### src/rtl/uart_pkg.sv
// Shared UART definitions: sequencer state encoding, frame-size limits and the
// frame-length helper used by both the receive and transmit sides.
package uart_pkg;

    typedef enum logic [1:0] {
        ST_IDLE  = 2'd0,
        ST_START = 2'd1,
        ST_RECV  = 2'd2,
        ST_DONE  = 2'd3
    } rx_state_e;

    localparam logic [3:0]  MIN_DATA_BITS = 4'd5;
    localparam int unsigned MIN_BAUD_K    = 2;

    // Total post-start bits: clamped data length, optional parity, 1 or 2 stop bits.
    function automatic logic [3:0] frame_len_calc(
        input logic [3:0] data_len,
        input logic       pen,
        input logic       two_stop,
        input logic [3:0] max_bits
    );
        logic [3:0] eff;
        if (data_len < MIN_DATA_BITS) begin
            eff = MIN_DATA_BITS;
        end else if (data_len > max_bits) begin
            eff = max_bits;
        end else begin
            eff = data_len;
        end
        return eff + {3'b000, pen} + (two_stop ? 4'd2 : 4'd1);
    endfunction

endpackage

### src/rtl/uart_baud_timer.sv
// Loadable divisor counter: counts 0..limit-1 and ticks on the final count.
// Tick is combinational from the count; clr restarts the count from 0 next cycle.
module uart_baud_timer #(
    parameter int W = 19
) (
    input  logic         clk,
    input  logic         reset,
    input  logic         clr,
    input  logic [W-1:0] limit,
    output logic         tick
);

    logic [W-1:0] cnt_q;
    logic [W-1:0] cnt_d;

    always_comb begin
        tick  = (cnt_q == limit - W'(1));
        cnt_d = cnt_q + W'(1);
        if (clr || tick) begin
            cnt_d = '0;
        end
    end

    always_ff @(posedge clk) begin
        if (reset) begin
            cnt_q <= '0;
        end else begin
            cnt_q <= cnt_d;
        end
    end

endmodule

### src/rtl/uart_rx_frame_sequencer.sv
// Receive frame sequencer: start-bit qualify at half bit, then one shift strobe per
// full bit until the latched frame length is reached; reset or enable low aborts.
module uart_rx_frame_sequencer
    import uart_pkg::*;
#(
    parameter int MAX_DATA_BITS = 9,
    parameter int DIV_W         = 19,
    parameter int CNT_W         = 4
) (
    input  logic             clk,
    input  logic             reset,
    input  logic             enable,
    input  logic             rx,
    input  logic [DIV_W-1:0] baud_k,
    input  logic [3:0]       data_len,
    input  logic             pen,
    input  logic             two_stop,
    output logic             shift,
    output logic [CNT_W-1:0] bit_idx,
    output logic [CNT_W-1:0] frame_len,
    output logic             busy,
    output logic             frame_done,
    output logic             false_start
);

    rx_state_e        state_q, state_d;
    logic [CNT_W-1:0] bit_idx_q, bit_idx_d;
    logic [CNT_W-1:0] frame_len_q, frame_len_d;
    logic [DIV_W-1:0] k_eff;
    logic [DIV_W-1:0] limit;
    logic             tick;
    logic             clr;

    // START times half a bit to land mid start-bit; everything else uses full bits.
    always_comb begin
        k_eff = (baud_k < DIV_W'(MIN_BAUD_K)) ? DIV_W'(MIN_BAUD_K) : baud_k;
        limit = (state_q == ST_START) ? (k_eff >> 1) : k_eff;
    end

    always_comb begin
        state_d     = state_q;
        bit_idx_d   = bit_idx_q;
        frame_len_d = frame_len_q;
        shift       = 1'b0;
        frame_done  = 1'b0;
        false_start = 1'b0;

        unique case (state_q)
            ST_IDLE: begin
                if (!rx) begin
                    state_d     = ST_START;
                    bit_idx_d   = '0;
                    frame_len_d = CNT_W'(frame_len_calc(data_len, pen, two_stop,
                                                        4'(MAX_DATA_BITS)));
                end
            end
            ST_START: begin
                if (tick) begin
                    if (rx) begin
                        state_d     = ST_IDLE;
                        false_start = 1'b1;
                    end else begin
                        state_d = ST_RECV;
                    end
                end
            end
            ST_RECV: begin
                if (tick) begin
                    shift     = 1'b1;
                    bit_idx_d = bit_idx_q + CNT_W'(1);
                    if (bit_idx_d == frame_len_q) begin
                        state_d = ST_DONE;
                    end
                end
            end
            ST_DONE: begin
                frame_done = 1'b1;
                state_d    = ST_IDLE;
            end
            default: state_d = ST_IDLE;
        endcase

        // Abort wins over everything, including strobes due this cycle.
        if (reset || !enable) begin
            state_d     = ST_IDLE;
            bit_idx_d   = '0;
            frame_len_d = '0;
            shift       = 1'b0;
            frame_done  = 1'b0;
            false_start = 1'b0;
        end

        clr = (state_d != state_q) || !enable;
    end

    always_ff @(posedge clk) begin
        if (reset) begin
            state_q     <= ST_IDLE;
            bit_idx_q   <= '0;
            frame_len_q <= '0;
        end else begin
            state_q     <= state_d;
            bit_idx_q   <= bit_idx_d;
            frame_len_q <= frame_len_d;
        end
    end

    uart_baud_timer #(
        .W (DIV_W)
    ) u_baud_timer (
        .clk   (clk),
        .reset (reset),
        .clr   (clr),
        .limit (limit),
        .tick  (tick)
    );

    assign busy      = (state_q != ST_IDLE);
    assign bit_idx   = bit_idx_q;
    assign frame_len = frame_len_q;

endmodule
### config.mk
export PLATFORM = sky130hd
export DESIGN_NAME = uart_rx_frame_sequencer
export DESIGN_NICKNAME = d
export VERILOG_FILES = /design/src/rtl/uart_pkg.sv /design/src/rtl/uart_baud_timer.sv /design/src/rtl/uart_rx_frame_sequencer.sv
export SDC_FILE = /design/constraint.sdc
export NUM_CORES = 1
export LEC_CHECK = 0
export CORE_MARGIN = 4
export CORE_UTILIZATION = 44
export DETAILED_ROUTE_END_ITERATION = 8
export PLACE_DENSITY = 0.67
export SYNTH_ARGS = -nofsm -noshare
export SYNTH_HDL_FRONTEND = slang
export SYNTH_SLANG_ARGS = --single-unit
### constraint.sdc
create_clock -name clk -period 14.2 [get_ports clk]
set_input_delay 2.84 -clock clk [delete_from_list [all_inputs] [get_ports clk]]
set_output_delay 2.84 -clock clk [all_outputs]
set_load 0.01 [all_outputs]
# == Word-level counts from Yosys, hierarchy flattened ==
# Cells that the tools add are included.
# op_classes
n_addsub,5
mul,0
n_div,0
n_lt_le_gt_ge,3
n_eq_ne,8
n_shift,0
mux,26
bitwise,1
n_reduce_logical,11
# ops
operator,n
two-way mux 19 bit,2
two-way mux 4 bit,6
adder 19 x 1 -> 19 bit (second input constant),1
equality test 19 bit,1
< comparator 19 x 2 -> 1 bit (second input constant),1
subtractor 19 x 1 -> 19 bit (second input constant),1
two-way mux 2 bit,7
two-way mux 1 bit,9
case mux 2 bit (4 select lines),1
case mux 4 bit (2 select lines),1
adder 4 x 1 -> 4 bit,1
adder 4 x 1 -> 4 bit (second input constant),1
adder 4 x 2 -> 4 bit,1
equality test 2 bit (second input constant),2
equality test 4 bit,1
> comparator 4 bit (second input constant),1
< comparator 4 x 3 -> 1 bit (second input constant),1
!= test 2 bit (second input constant),2
nonzero test 2 bit,2
OR reduction 2 bit,2
logical OR 1 bit,3
AND reduction 3 bit,1
equality test 2 x 1 -> 1 bit (second input constant),1
logical NOT 2 bit,1
4 further kinds,4
# totals
register_bits,29
latch_bits,0
mem_bits_rw,0
rom_bits,0
input_bits,29
output_inout_bits,12
mem_count,0

# == Logic depth before layout (Yosys ltp) ==
# Gate-level depths: netlist of the first run.
# logic_depth
word_depth,12
depth_mapped,20

# == By module ==
# A second synthesis of the first run with hierarchy kept.
# unflattened
cells_unflattened,284
hier_area_um2,2377.3
# modules_own_cells
module,n_inst,cells_each,area_per_inst_um2,seq_area_each_um2
uart_baud_timer,1,178,1461.4,380.4
uart_rx_frame_sequencer,1,106,915.9,200.2

# == Worst setup path after synthesis of the first run ==
# OpenSTA, ideal clock, no wires.
# synth_path
kind,input to output
start,input port baud_k[6]
end,output port shift
arrival_time_ps,6561
t_required_ps,11360
slack_ps,4799
path_stages,17
path_buffers,3
cell_sequence,clkbuf_1 > or3_1 > buf_2 > or3_4 > o211ai_1 > o21ai_1 > inv_1 > ha_1 > or4b_1 > clkbuf_1 > a21oi_1 > nand4b_1 > a21oi_1 > o22ai_2 > nand4b_2 > nor4_1 > nor2b_1
# synth_between
elab_chain_len,8
# synth_lines
item,line_no,source
start: declaration,uart_rx_frame_sequencer.sv:14,"input logic [DIV_W-1:0] baud_k,"
< comparator 19 x 2 -> 1 bit,uart_rx_frame_sequencer.sv:36,k_eff = (baud_k < DIV_W'(MIN_BAUD_K)) ? DIV_W'(MIN_BAUD_K) : baud_k;
two-way mux 19 bit (*),uart_rx_frame_sequencer.sv:36,
two-way mux 19 bit (*),uart_rx_frame_sequencer.sv:37,limit = (state_q == ST_START) ? (k_eff >> 1) : k_eff;
subtractor 19 x 1 -> 19 bit (*),uart_baud_timer.sv:17,tick = (cnt_q == limit - W'(1));
equality test 19 bit (*),uart_baud_timer.sv:17,
two-way mux 1 bit (*),uart_rx_frame_sequencer.sv:68,if (tick) begin
two-way mux 1 bit (*),uart_rx_frame_sequencer.sv:48,unique case (state_q)
two-way mux 1 bit (*),uart_rx_frame_sequencer.sv:84,if (reset || !enable) begin
end: declaration,uart_rx_frame_sequencer.sv:18,"output logic shift,"
# Every way passes the cells marked *; elsewhere a longest branch is shown, timed or not.

# == Final worst setup path of the first run ==
# layout_path
start,input port baud_k[2]
end,output port shift
# Same word-level chain as after synthesis.

==> results of run 1 <==
==> power breakdown <==
| part | switching (W) | internal [W] |
|---|---|---|
| logic | 0.0000269 | 0.0000220 |
| clock network | 0.0000328 | 0.0000524 |
| registers | 0.00000156 | 0.0000822 |
| total | 0.0000613 | 0.000157 |
==> cells by family after synthesis <==
kind of cell,share of synthesized area [%]
AOI/OAI and AO/OA,19.0
xor gates and xnor gates,13.8
adders and majority gates,3.22
buffers and inverters,6.08
DFF,20.7
muxes,4.07
and+or+nand+nor,33.1
==> worst min path at each step <==
stage                                             to  cells after the start
floorplan           u_baud_timer.cnt_q[0]$_SDFF_PP0_                      1
global placement             bit_idx[3]$_SDFFE_PP0P_                      2
detailed placement         frame_len[2]$_SDFFE_PP0P_                      2
CTS                        frame_len[2]$_SDFFE_PP0P_                      2
global route                 bit_idx[1]$_SDFFE_PP0P_                      2
finish                     frame_len[2]$_SDFFE_PP0P_                      2
==> layout make-up <==
cell class                      instances  area, um^2
Multi-Input combinational cell        290        2050
Clock buffer                            5        68.8
Clock inverter                          3        46.3
Fill cell                             577        2760
Sequential cell                        29         581
Timing Repair Buffer                   42         415
Tap cell                               75        93.8
Inverter                               13        48.8
==> worst min-delay path, delay by kind of cell, from the launching register on <==
kind,cells,cell delay (ns)
compound gates,1,0.05
flops,1,0.34
simple gates,1,0.06
==> sequential cells by signal, summed over array words and instances, names as in the netlist <==
name / count
u_baud_timer.cnt_q: 19
state_q: 2
frame_len: 4
bit_idx: 4
==> per-layer routing <==
layer,part of all wire [%],vias up
met2,47,82
li1,-,1337
met1,46,1222
met5,0,-
met4,1.5,0
met3,5.7,10
==> placed cells by master (no fill, tap or decap), types with 10 or more instances in the layout <==
| cell | count |
|---|---|
| nand2_1 | 23 |
| xor2_1 | 10 |
| and3_1 | 11 |
| a21oi_1 | 20 |
| nor2_1 | 30 |
| dfxtp_1 | 29 |
| xnor2_1 | 34 |
| inv_1 | 13 |
| clkdlybuf4s50_1 | 40 |
| nand3_1 | 19 |
| nor3_1 | 14 |
==> per-stage QoR <==
step,hold slack (ns),std cells,worst slack [ns]
detailed placement,0.489,449,3.27
global placement,0.483,449,3.33
global route,0.530,457,2.68
CTS,0.499,457,3.25
floorplan,0.479,355,4.80
finish,0.498,457,3.19
==> flow_summary.json, run 1 <==
{
  "endpoint_kind": "output port",
  "cts_tree": "done",
  "reg2reg_to": "u_baud_timer.cnt_q[16]$_SDFF_PP0_",
  "postCtsSetupBuffers": 0,
  "wire_per_inst_um": 16.1,
  "drv_slew": 0,
  "cts_resized": 0,
  "core_um2": 6060,
  "grt_pass1_vias": 2569,
  "synthCells": 355,
  "die_y_um": 87.8,
  "grt_use_met2_pct": 32.3,
  "ant_nets": 0,
  "drv_cap": 0,
  "grt_pass1_wl_um": 12400,
  "place_hpwl_um": 5600,
  "nets": 416,
  "start_util_pct": 46.2,
  "ys_warn_count": 0,
  "avgSynthCellArea_um2": 7.89,
  "ioPinCount": 41,
  "wl_um": 7350,
  "synth.most_common_cell": "xnor2_1",
  "period_share_pct": 77.5,
  "dieArea_um2": 7700,
  "overflow": 0,
  "vias": 2651,
  "crit_end": "shift",
  "cts_max_path_buffers": 2,
  "rsz0062_at_grt": "no",
  "hold_viol_final": 0,
  "path_cells": "clkdlybuf4s50_1 -> or3_4 -> or3_4 -> o211ai_1 -> o21ai_1 -> inv_1 -> ha_1 -> nor4b_2 -> nand3_1 -> nand4b_1 -> a221oi_1 -> and4b_1 -> nand4b_2 -> nor4_1 -> nor2b_1 -> clkdlybuf4s50_1",
  "drive_above_1_share_pct": 9.42,
  "area_delta_synth_final_pct": 18.0,
  "p_leak_nw": 1.07,
  "max_slew_margin_pct": 21.4,
  "die_w_um": 87.8,
  "rows": 28,
  "cts.sinks": 29,
  "skew_ns": 0.00958,
  "antenna_found_initial": 0,
  "crit_fanout": 14,
  "clock.fmax_mhz": 90.8,
  "worstMarginPinSlew_ns": 1.18,
  "grtUsageMet1_pct": 26.7,
  "hold_class": "reg2reg",
  "cp.depth": 16,
  "status": "finished, final reports clean",
  "synthArstFlopShare_pct": 0,
  "synth_ff_type": "dfxtp_1",
  "finalSetupViolCount": 0,
  "ys_types": 64,
  "worst_path_max_delay_cell": "nor4_1",
  "cp.required_ns": 11.36,
  "crit_type": "in2out",
  "yosysTopAreaCell": "dfxtp_1",
  "syn_area_um2": 2800,
  "root_buffer": "clkbuf_8",
  "io_buffer_count": 40,
  "use_met3_pct": 3.57,
  "powerDensity_nw_per_um2": 66.0,
  "path_clk_slew_ns": 0.07,
  "yosys-top-cells-count": "34 x xnor2_1, 30 x nor2_1, 29 x dfxtp_1, 23 x nand2_1, 20 x a21oi_1",
  "synth_nets": 390,
  "timing.critical_path.buf_inv": 3,
  "power_w": 0.000218,
  "place_congestion": 0.916,
  "cts_buffers": 5,
  "holdBufCountCts": 0,
  "crit_family": "simple AND/OR/NAND/NOR gates",
  "max_stage_delay_ns": 0.72,
  "clkLatencyLatePin_ns": 0.28,
  "cp.arrival_ns": 8.17,
  "period_needed_ns": 11.01,
  "worstReg2RegStart": "state_q[1]$_SDFF_PP0_",
  "vdd_ir_drop_max_v": 0.0000536,
  "crit_path_start": "baud_k[2]",
  "firstDrtPassIters": 4,
  "antenna_cells": 0,
  "ys_seq_area_share_pct": 20.7,
  "synth_edf_count": 0,
  "synth_top_area_share_pct": 20.7,
  "remaining_drc_errors": 0,
  "worstHoldStart": "frame_len[2]$_SDFFE_PP0P_",
  "worst-r2r-cell-count": 14,
  "busiest_layer": "met2",
  "fin_tns_setup_ns": 0,
  "rrSetupSlack_ns": 9.16,
  "stdcell_area_um2": 3300,
  "ys_ff_latch": 29,
  "cts_max_level": 2,
  "vias_per_cell": 5.80,
  "placed_area_um2": 3190,
  "critPathLaunchType": "primary input",
  "grt_max_degree": 32,
  "synthTopCellsByArea": "dfxtp_1 21%, xnor2_1 11%, nor2_1 4.0%",
  "grt_usage_pct": 19.8,
  "final_util_pct": 54.5,
  "drt_iter0_markers": 114
}
(Power assumes the default switching activity.)
==> run 2: changes to the inputs <==
Settings changed: PLACE_DENSITY 0.67 to 0.69.
Clock period 14.2 ns to 9.8 ns, I/O delays scaled along.
==> run 2 against run 1 <==
Net effect:
- first-iteration DRC count rose by 49%
- highest routed layer unchanged
- clock power rose by 50%
- utilization rose by 0.45 points
- die area did not move
==> flow_summary.json, run 2 (synthesized netlist as in run 1, its figures left out) <==
{
  "p_leak_nw": 1.09,
  "wire_per_inst_um": 15.8,
  "antenna_found_initial": 0,
  "endpoint_kind": "output port",
  "worstHoldStart": "frame_len[1]$_SDFFE_PP0P_",
  "whs_path_depth": 2,
  "antenna_cells": 0,
  "skew_ns": 0.00416,
  "mostFrequentLayoutCell": "clkdlybuf4s50_1",
  "remaining_drc_errors": 0,
  "path_clk_slew_ns": 0.06,
  "worstMarginPinSlew_ns": 1.11,
  "dieArea_um2": 7700,
  "reg2reg_to": "u_baud_timer.cnt_q[14]$_SDFF_PP0_",
  "die_y_um": 87.8,
  "grt_usage_pct": 19.7,
  "cts_max_path_buffers": 2,
  "worst-r2r-cell-count": 14,
  "place_congestion": 0.932,
  "drv_cap": 0,
  "period_needed_ns": 8.88,
  "ioPinCount": 41,
  "crit_fanout": 10,
  "path_cells": "clkdlybuf4s50_1 -> or3_4 -> or3_4 -> o211ai_1 -> o21ai_1 -> inv_1 -> ha_1 -> or4b_1 -> a21oi_1 -> nand4b_1 -> a21oi_1 -> o22ai_2 -> nand4b_2 -> nor4_2 -> and3_1 -> clkdlybuf4s50_1",
  "drt_iter0_markers": 170,
  "min_to": "frame_len[1]$_SDFFE_PP0P_",
  "cts_resized": 0,
  "worst_path_max_delay_cell": "or4b_1",
  "drv_slew": 0,
  "core_um2": 6060,
  "holdBufCountCts": 0,
  "grt_pass1_wl_um": 12200,
  "crit_path_start": "baud_k[4]",
  "place_hpwl_um": 5580,
  "finalSetupViolCount": 0,
  "rsz0062_at_grt": "no",
  "clkLatencyLatePin_ns": 0.28,
  "critPathLaunchType": "primary input",
  "grt_max_degree": 32,
  "vias": 2741,
  "largest_register_ffs": 19,
  "ant_nets": 0,
  "rrSetupSlack_ns": 4.81,
  "clock.fmax_mhz": 113,
  "grt_pass1_vias": 2614,
  "max_slew_margin_pct": 25.7,
  "die_w_um": 87.8,
  "fin_tns_setup_ns": 0,
  "max_stage_delay_ns": 0.60,
  "worstReg2RegStart": "state_q[1]$_SDFF_PP0_",
  "fillers": 581,
  "overflow": 0,
  "hold_viol_final": 0,
  "hold_class": "reg2reg",
  "nets": 419,
  "area_delta_synth_final_pct": 18.9,
  "firstDrtPassIters": 5,
  "final_util_pct": 55.0,
  "postCtsSetupBuffers": 0,
  "cts_buffers": 5,
  "powerDensity_nw_per_um2": 96.4,
  "cts_max_level": 2,
  "wl_um": 7270,
  "cts_tree": "done",
  "cts.sinks": 29,
  "period_share_pct": 90.7,
  "regMostFlops": "u_baud_timer.cnt_q",
  "io_buffer_count": 40,
  "vdd_ir_drop_max_v": 0.0000717,
  "drive_above_1_share_pct": 10.1,
  "cp.required_ns": 7.84,
  "crit_type": "in2out",
  "cp.arrival_ns": 6.92,
  "vias_per_cell": 5.96,
  "start_util_pct": 46.2,
  "final_cell_mix": "40 x clkdlybuf4s50_1, 34 x xnor2_1, 30 x nor2_1",
  "root_buffer": "clkbuf_8",
  "status": "finished, final reports clean",
  "rows": 28
}
run 2: cell count changes in the layout (fill, tap and decap cells not counted), sizes merged:
cell    delta
buf        +3
clkbuf     +1
clkinv     -1
run 2: area by class of cell:
| type | count | area, um^2 | area share (%) |
|---|---|---|---|
| tap | 75 | 93.8 | 2.82 |
| sequential | 29 | 581 | 17.4 |
| clock inverter | 2 | 37.5 | 1.13 |
| inverter | 13 | 48.8 | 1.47 |
| timing repair buffer | 45 | 438 | 13.1 |
| multi-input combinational | 290 | 2050 | 61.5 |
| clock buffer | 6 | 82.6 | 2.48 |
run 2: worst max-delay path: cells and delay by family:
family / cells / cell delay [ns]
buf+inv: 3 / 1.23
fa+ha+maj: 1 / 0.22
compound gates: 5 / 0.93
simple gates: 7 / 2.58
run 2: metrics by stage:
step / setup WS, ns / power [W] / instance area (um^2) / hold slack, ns / std cells
2_1_floorplan: 2.16 / 0.000170 / 2800 / 0.479 / 355
5_1_grt: 0.504 / 0.000336 / 3330 / 0.541 / 460
4_1_cts: 0.930 / 0.000323 / 3330 / 0.492 / 460
6_report: 0.915 / 0.000321 / 3330 / 0.492 / 460
3_3_place_gp: 1.04 / 0.000194 / 3210 / 0.480 / 452
3_5_place_dp: 0.959 / 0.000194 / 3210 / 0.483 / 452
run 2: power breakdown:
| group | switching (W) | leakage (nW) | internal, W | total (W) |
|---|---|---|---|---|
| clock network | 0.0000458 | 0.0574 | 0.0000825 | 0.000128 |
| registers | 0.00000223 | 0.234 | 0.000119 | 0.000121 |
| logic | 0.0000388 | 0.794 | 0.0000324 | 0.0000712 |
| total | 0.0000869 | 1.09 | 0.000234 | 0.000321 |
run 2: routing by layer:
layer | global-route usage [%] | part of all wire [%] | vias up
met5 | 0 | 0 | -
met3 | 4.52 | 7.1 | 15
met4 | 8.23 | 2.2 | 0
li1 | - | - | 1349
met2 | 31.8 | 47 | 95
met1 | 25.2 | 44 | 1282
run 2: worst max-delay path by stage:
stage / endpoint / cells past startpoint / slack [ns]
floorplan: shift / 17 / 2.16
global placement: false_start / 16 / 1.04
detailed placement: false_start / 16 / 0.96
CTS: false_start / 16 / 0.93
global route: false_start / 16 / 0.50
finish: false_start / 16 / 0.92
==> run 3: changes to the inputs <==
--- a/config.mk
+++ b/config.mk
@@ -8,4 +8,5 @@
 export CORE_MARGIN = 4
 export CORE_UTILIZATION = 44
+export CTS_CLUSTER_DIAMETER = 30
 export DETAILED_ROUTE_END_ITERATION = 8
 export PLACE_DENSITY = 0.69
==> constraint.sdc (replaced) <==
create_clock -name clk -period 9.8 [get_ports clk]
set_input_delay 1.47 -clock clk [delete_from_list [all_inputs] [get_ports clk]]
set_output_delay 1.47 -clock clk [all_outputs]
set_load 0.01 [all_outputs]
==> run 3 against run 2 <==
Net effect:
- total power shrank 11%
- final cell count shrank 0.65%
- count of clock-buffer cells in the layout is the same
- largest power group is now registers
- critical endpoint is now shift
==> flow_summary.json, run 3 (synthesized netlist as in run 1, its figures left out) <==
{
  "status": "finished, final reports clean",
  "ant_nets": 0,
  "cp.arrival_ns": 6.77,
  "met2_length_um": 3400,
  "reg2reg_to": "u_baud_timer.cnt_q[17]$_SDFF_PP0_",
  "skew_ns": 0.00853,
  "nets": 416,
  "crit_type": "in2out",
  "area_delta_synth_final_pct": 16.8,
  "place_hpwl_um": 5580,
  "place_congestion": 0.909,
  "die_y_um": 87.8,
  "holdBufCountCts": 0,
  "rsz0062_at_grt": "no",
  "ioPinCount": 41,
  "period_needed_ns": 8.24,
  "clock.fmax_mhz": 121,
  "grt_pass1_wl_um": 12200,
  "regMostFlops": "u_baud_timer.cnt_q",
  "overflow": 0,
  "path_clk_slew_ns": 0.06,
  "setup_ws_ns": 1.56,
  "grt_usage_pct": 19.8,
  "drive_above_1_share_pct": 9.16,
  "rows": 28,
  "dieArea_um2": 7700,
  "cp.required_ns": 8.33,
  "largest_register_ffs": 19,
  "cts_max_level": 2,
  "cts_buffers": 5,
  "wl_um": 7360,
  "fillers": 576,
  "worstReg2RegStart": "state_q[1]$_SDFF_PP0_",
  "mostFrequentLayoutCell": "clkdlybuf4s50_1",
  "final_cell_mix": "40 x clkdlybuf4s50_1, 34 x xnor2_1, 30 x nor2_1",
  "max_slew_margin_pct": 21.4,
  "critPathLaunchType": "primary input",
  "vias_per_cell": 5.89,
  "top_layer_used": "met4",
  "cts_resized": 0,
  "endpoint_kind": "output port",
  "post-place-ws_ns": 1.62,
  "period_share_pct": 84.1,
  "vias": 2692,
  "dr_wl_met3_um": 470,
  "rrSetupSlack_ns": 4.70,
  "antenna_cells": 0,
  "die_w_um": 87.8,
  "postCtsSetupBuffers": 0,
  "drt-met1-wl_um": 3300,
  "drt_iter0_markers": 142,
  "remaining_drc_errors": 0,
  "crit_end": "shift",
  "drv_slew": 0,
  "grt_max_degree": 32,
  "cts_max_path_buffers": 2,
  "drv_cap": 0,
  "hold_class": "reg2reg",
  "hold_viol_final": 0,
  "core_um2": 6060,
  "finalSetupViolCount": 0,
  "start_util_pct": 46.2,
  "crit_path_start": "baud_k[2]",
  "worst-r2r-cell-count": 14,
  "crit_fanout": 14,
  "root_buffer": "clkbuf_8",
  "antenna_found_initial": 0,
  "worstMarginPinSlew_ns": 1.18,
  "io_buffer_count": 40,
  "wire_per_inst_um": 16.1,
  "powerDensity_nw_per_um2": 87.6,
  "fin_tns_setup_ns": 0,
  "clkLatencyLatePin_ns": 0.28,
  "grt_pass1_vias": 2532,
  "cts.sinks": 29,
  "firstDrtPassIters": 4,
  "cts_tree": "done",
  "p_leak_nw": 1.06,
  "vdd_ir_drop_max_v": 0.0000586
}
==> run 3: cell types whose count changed in the layout (fill, tap and decap cells not counted) <==
cell	change
buf_4	-3
clkinvlp_4	-1
clkbuf_8	-1
clkinv_2	+2
clkbuf_1	+1
bufinv_16	-1
==> run 3: final cells by class <==
cell class	count	area, um^2	share of cell area, %
Multi-Input combinational cell	290	2050	62.7
Sequential cell	29	581	17.8
Timing Repair Buffer	42	415	12.7
Tap cell	75	93.8	2.87
Clock buffer	6	72.6	2.22
Inverter	13	48.8	1.49
Clock inverter	2	10.0	0.306
==> run 3: worst min path at each step <==
stage                                       end  slack (ns)  cells past startpoint                             start
3_3_place_gp          frame_len[1]$_SDFFE_PP0P_        0.49                      2         frame_len[1]$_SDFFE_PP0P_
2_1_floorplan  u_baud_timer.cnt_q[0]$_SDFF_PP0_        0.48                      1  u_baud_timer.cnt_q[0]$_SDFF_PP0_
5_1_grt               frame_len[1]$_SDFFE_PP0P_        0.52                      2         frame_len[1]$_SDFFE_PP0P_
4_1_cts               frame_len[1]$_SDFFE_PP0P_        0.50                      2         frame_len[1]$_SDFFE_PP0P_
3_5_place_dp          frame_len[1]$_SDFFE_PP0P_        0.49                      2         frame_len[1]$_SDFFE_PP0P_
6_report              frame_len[1]$_SDFFE_PP0P_        0.50                      2         frame_len[1]$_SDFFE_PP0P_
==> run 3: report_power, final <==
part | total, W | switching (W) | internal, W | leakage [nW]
Clock | 0.0000942 | 0.0000451 | 0.0000491 | 0.0450
Sequential | 0.000121 | 0.00000221 | 0.000119 | 0.234
Combinational | 0.0000710 | 0.0000391 | 0.0000319 | 0.779
Total | 0.000287 | 0.0000864 | 0.000200 | 1.06
==> run 3: per-stage QoR <==
| stage | hold WS [ns] | area, um^2 | instances | utilization [%] | power, W |
|---|---|---|---|---|---|
| after floorplan | 0.479 | 2800 | 355 | - | 0.000170 |
| after global placement | 0.485 | 3190 | 449 | 52.6 | 0.000193 |
| after detailed placement | 0.490 | 3190 | 449 | 52.6 | 0.000194 |
| after CTS | 0.499 | 3270 | 457 | 54.0 | 0.000287 |
| after global routing | 0.521 | 3270 | 457 | 54.0 | 0.000300 |
| final | 0.496 | 3270 | 457 | 54.0 | 0.000287 |
==> run 3: routing by layer <==
metal	up-vias	global-route usage [%]
met1	1227	26.1
met5	-	0
met3	18	3.10
met4	0	6.83
met2	107	32.7
li1	1340	-
==> run 3: worst max-delay path, cell delays in order <==
cell	delay, ns
clkdlybuf4s50_1	0.65
or3_4	0.47
or3_4	0.42
o211ai_1	0.17
o21ai_1	0.15
inv_1	0.10
ha_1	0.22
or4b_1	0.60
nor3_1	0.19
nand4b_1	0.13
mux2_2	0.30
o21ai_0	0.36
nand4_1	0.14
nor4_1	0.62
nor2b_1	0.21
clkdlybuf4s50_1	0.55
==> edit, RTL diff (settings of run 1) <==
Encoding of `rx_state_e`: now one-hot (4 bits for 4 states).
--- a/src/rtl/uart_pkg.sv
+++ b/src/rtl/uart_pkg.sv
@@ -2,11 +2,11 @@
 // frame-length helper used by both the receive and transmit sides.
 package uart_pkg;
 
-    typedef enum logic [1:0] {
-        ST_IDLE  = 2'd0,
-        ST_START = 2'd1,
-        ST_RECV  = 2'd2,
-        ST_DONE  = 2'd3
+    typedef enum logic [3:0] {
+        ST_IDLE  = 4'b0001,
+        ST_START = 4'b0010,
+        ST_RECV  = 4'b0100,
+        ST_DONE  = 4'b1000
     } rx_state_e;
 
     localparam logic [3:0]  MIN_DATA_BITS = 4'd5;
Function: no difference found for any inputs over 10 cycles, from zero or initial values and one cycle with reset high; not proved beyond that.
==> edit against run 1 <==
  * Sequential cell count rose by 2
  * Synthesized area increased by 16%
  * Power down 5.1%
  * Maximum frequency down 0.48%
  * Routed wire length grew 13%
  * Cell area rose by 13%
  * Setup slack lost 0.054 ns
  * Critical path depth shrank 1
  * Cell count is 18% higher
  * Critical path type unchanged
  * Highest routed layer unchanged
==> edit: results (changes against run 1) <==
[synthesis]
synth_compound_area_share_pct=19.63  ; +0.60 points
synth_common_cells=nand2_1 (35), nor3_1 (35), dfxtp_1 (31)
synthAdderAreaFrac_pct=2.766  ; -0.45 points
synth-xor-area-share_pct=11.29  ; -2.5 points
syn_nets=460  ; +18%
synth_top_cells_by_area=dfxtp_1 (19%), mux2i_1 (6.8%), xnor2_1 (5.6%)
ys_types=73  ; +14%
seq_area_frac_synth_pct=19.05  ; -1.7 points

[critical_path]
worstPathArrival_ns=8.22  ; +0.05 ns
critical_path.max_fanout=15  ; +1
max_stage_delay_ns=0.63  ; -0.09 ns
critPathSlowestCell=clkdlybuf4s50_1
r2r_slack_ns=8.84  ; -0.32 ns

[placement]
place.gp.congestion=0.8797  ; -4.0%
place_ws_ns=3.180  ; -0.09034 ns
dp_hpwl_mm=6.316  ; +13%

[timing]
fin_skew_ns=0.008440  ; -0.001135 ns
fin_hold_ws_ns=0.5004  ; +0.002000 ns
fin_crit_ns=11.06  ; +0.05358 ns
slew-limit-headroom_pct=50.46  ; +29 points

[final_layout]
drive_gt1_share_pct=5.227  ; -4.2 points
fin_nets=475  ; +14%

[global_route]
grt_first_pass_wirelength_mm=13.82  ; +12%
grt_max_degree=48  ; +50%
grt_usage_pct=19.05  ; -0.74 points

[routing]
wirelength_mm=8.313  ; +13%
routed-via-count=3176  ; +20%

[outcome]
outcome=complete, no violations

[pwr]
leakage_nw=1.285  ; +20%
peakVddDrop_v=0.00005905  ; +10%

## edit: cell types whose count changed in the layout (fill, tap and decap cells not counted), moves of 8 or more
cell      change
xnor2_1      -13
nor2_4        -8
a21oi_1       -9
nor3_1       +21
mux2i_1      +14
nor4_1        +9
xor2_1       +11
nand2b_1      +9
nand2_1      +12
## edit: cells by family after synthesis
family                     count (synthesis)
AOI/OAI and AO/OA                         82
xor gates and xnor gates                  42
DFF                                       31
adders and majority gates                  6
and+or+nand+nor                          197
muxes                                     23
buffers and inverters                     44
## edit: final timing paths
kind | from | end | depth (start not counted)
max | baud_k[5] | false_start | 15
min | bit_idx[3] | bit_idx[3] | 2
max reg2reg | state_q[0] | u_baud_timer.cnt_q[6] | 13
min reg2reg | bit_idx[3] | bit_idx[3] | 2
## edit: power groups by stage
| stage | Combinational (mW) | Clock (mW) | Sequential, mW |
|---|---|---|---|
| 4_1_cts | 0.0461 | 0.0727 | 0.0896 |
| 5_1_grt | 0.0510 | 0.0758 | 0.0897 |
| 3_5_place_dp | 0.0459 | 0 | 0.0915 |
| 3_3_place_gp | 0.0453 | 0 | 0.0915 |
| 6_report | 0.0464 | 0.0710 | 0.0895 |
| 2_1_floorplan | 0.0292 | 0 | 0.0910 |
## edit: metal layers
layer | routed length [µm] | global-route usage, %
met1 | 3954 | 25.60
met3 | 444 | 3.846
met2 | 3861 | 31.16
met5 | 0 | 0
met4 | 52 | 4.693
## edit: area by class of cell
cell class	count	area [µm²]
Timing Repair Buffer	43	422.9
Inverter	9	33.78
Fill cell	697	3492
Clock buffer	6	82.58
Clock inverter	1	5.005
Multi-Input combinational cell	350	2434
Tap cell	99	123.9
Sequential cell	31	620.6
## edit: worst max-delay path, delay by kind of cell
family	cells	cell delay, ns
buf+inv	2	1.19
compound gates	4	1.39
simple gates	8	2.54
fa+ha+maj	1	0.25
## edit: metrics by stage
stage	cells	power, mW	area [µm²]	utilization [%]
after floorplan	425	0.1202	3257	-
after global placement	532	0.1368	3635	50.38
after detailed placement	532	0.1374	3635	50.38
after CTS	539	0.2084	3722	51.60
after global routing	539	0.2164	3722	51.60
final	539	0.2069	3722	51.60
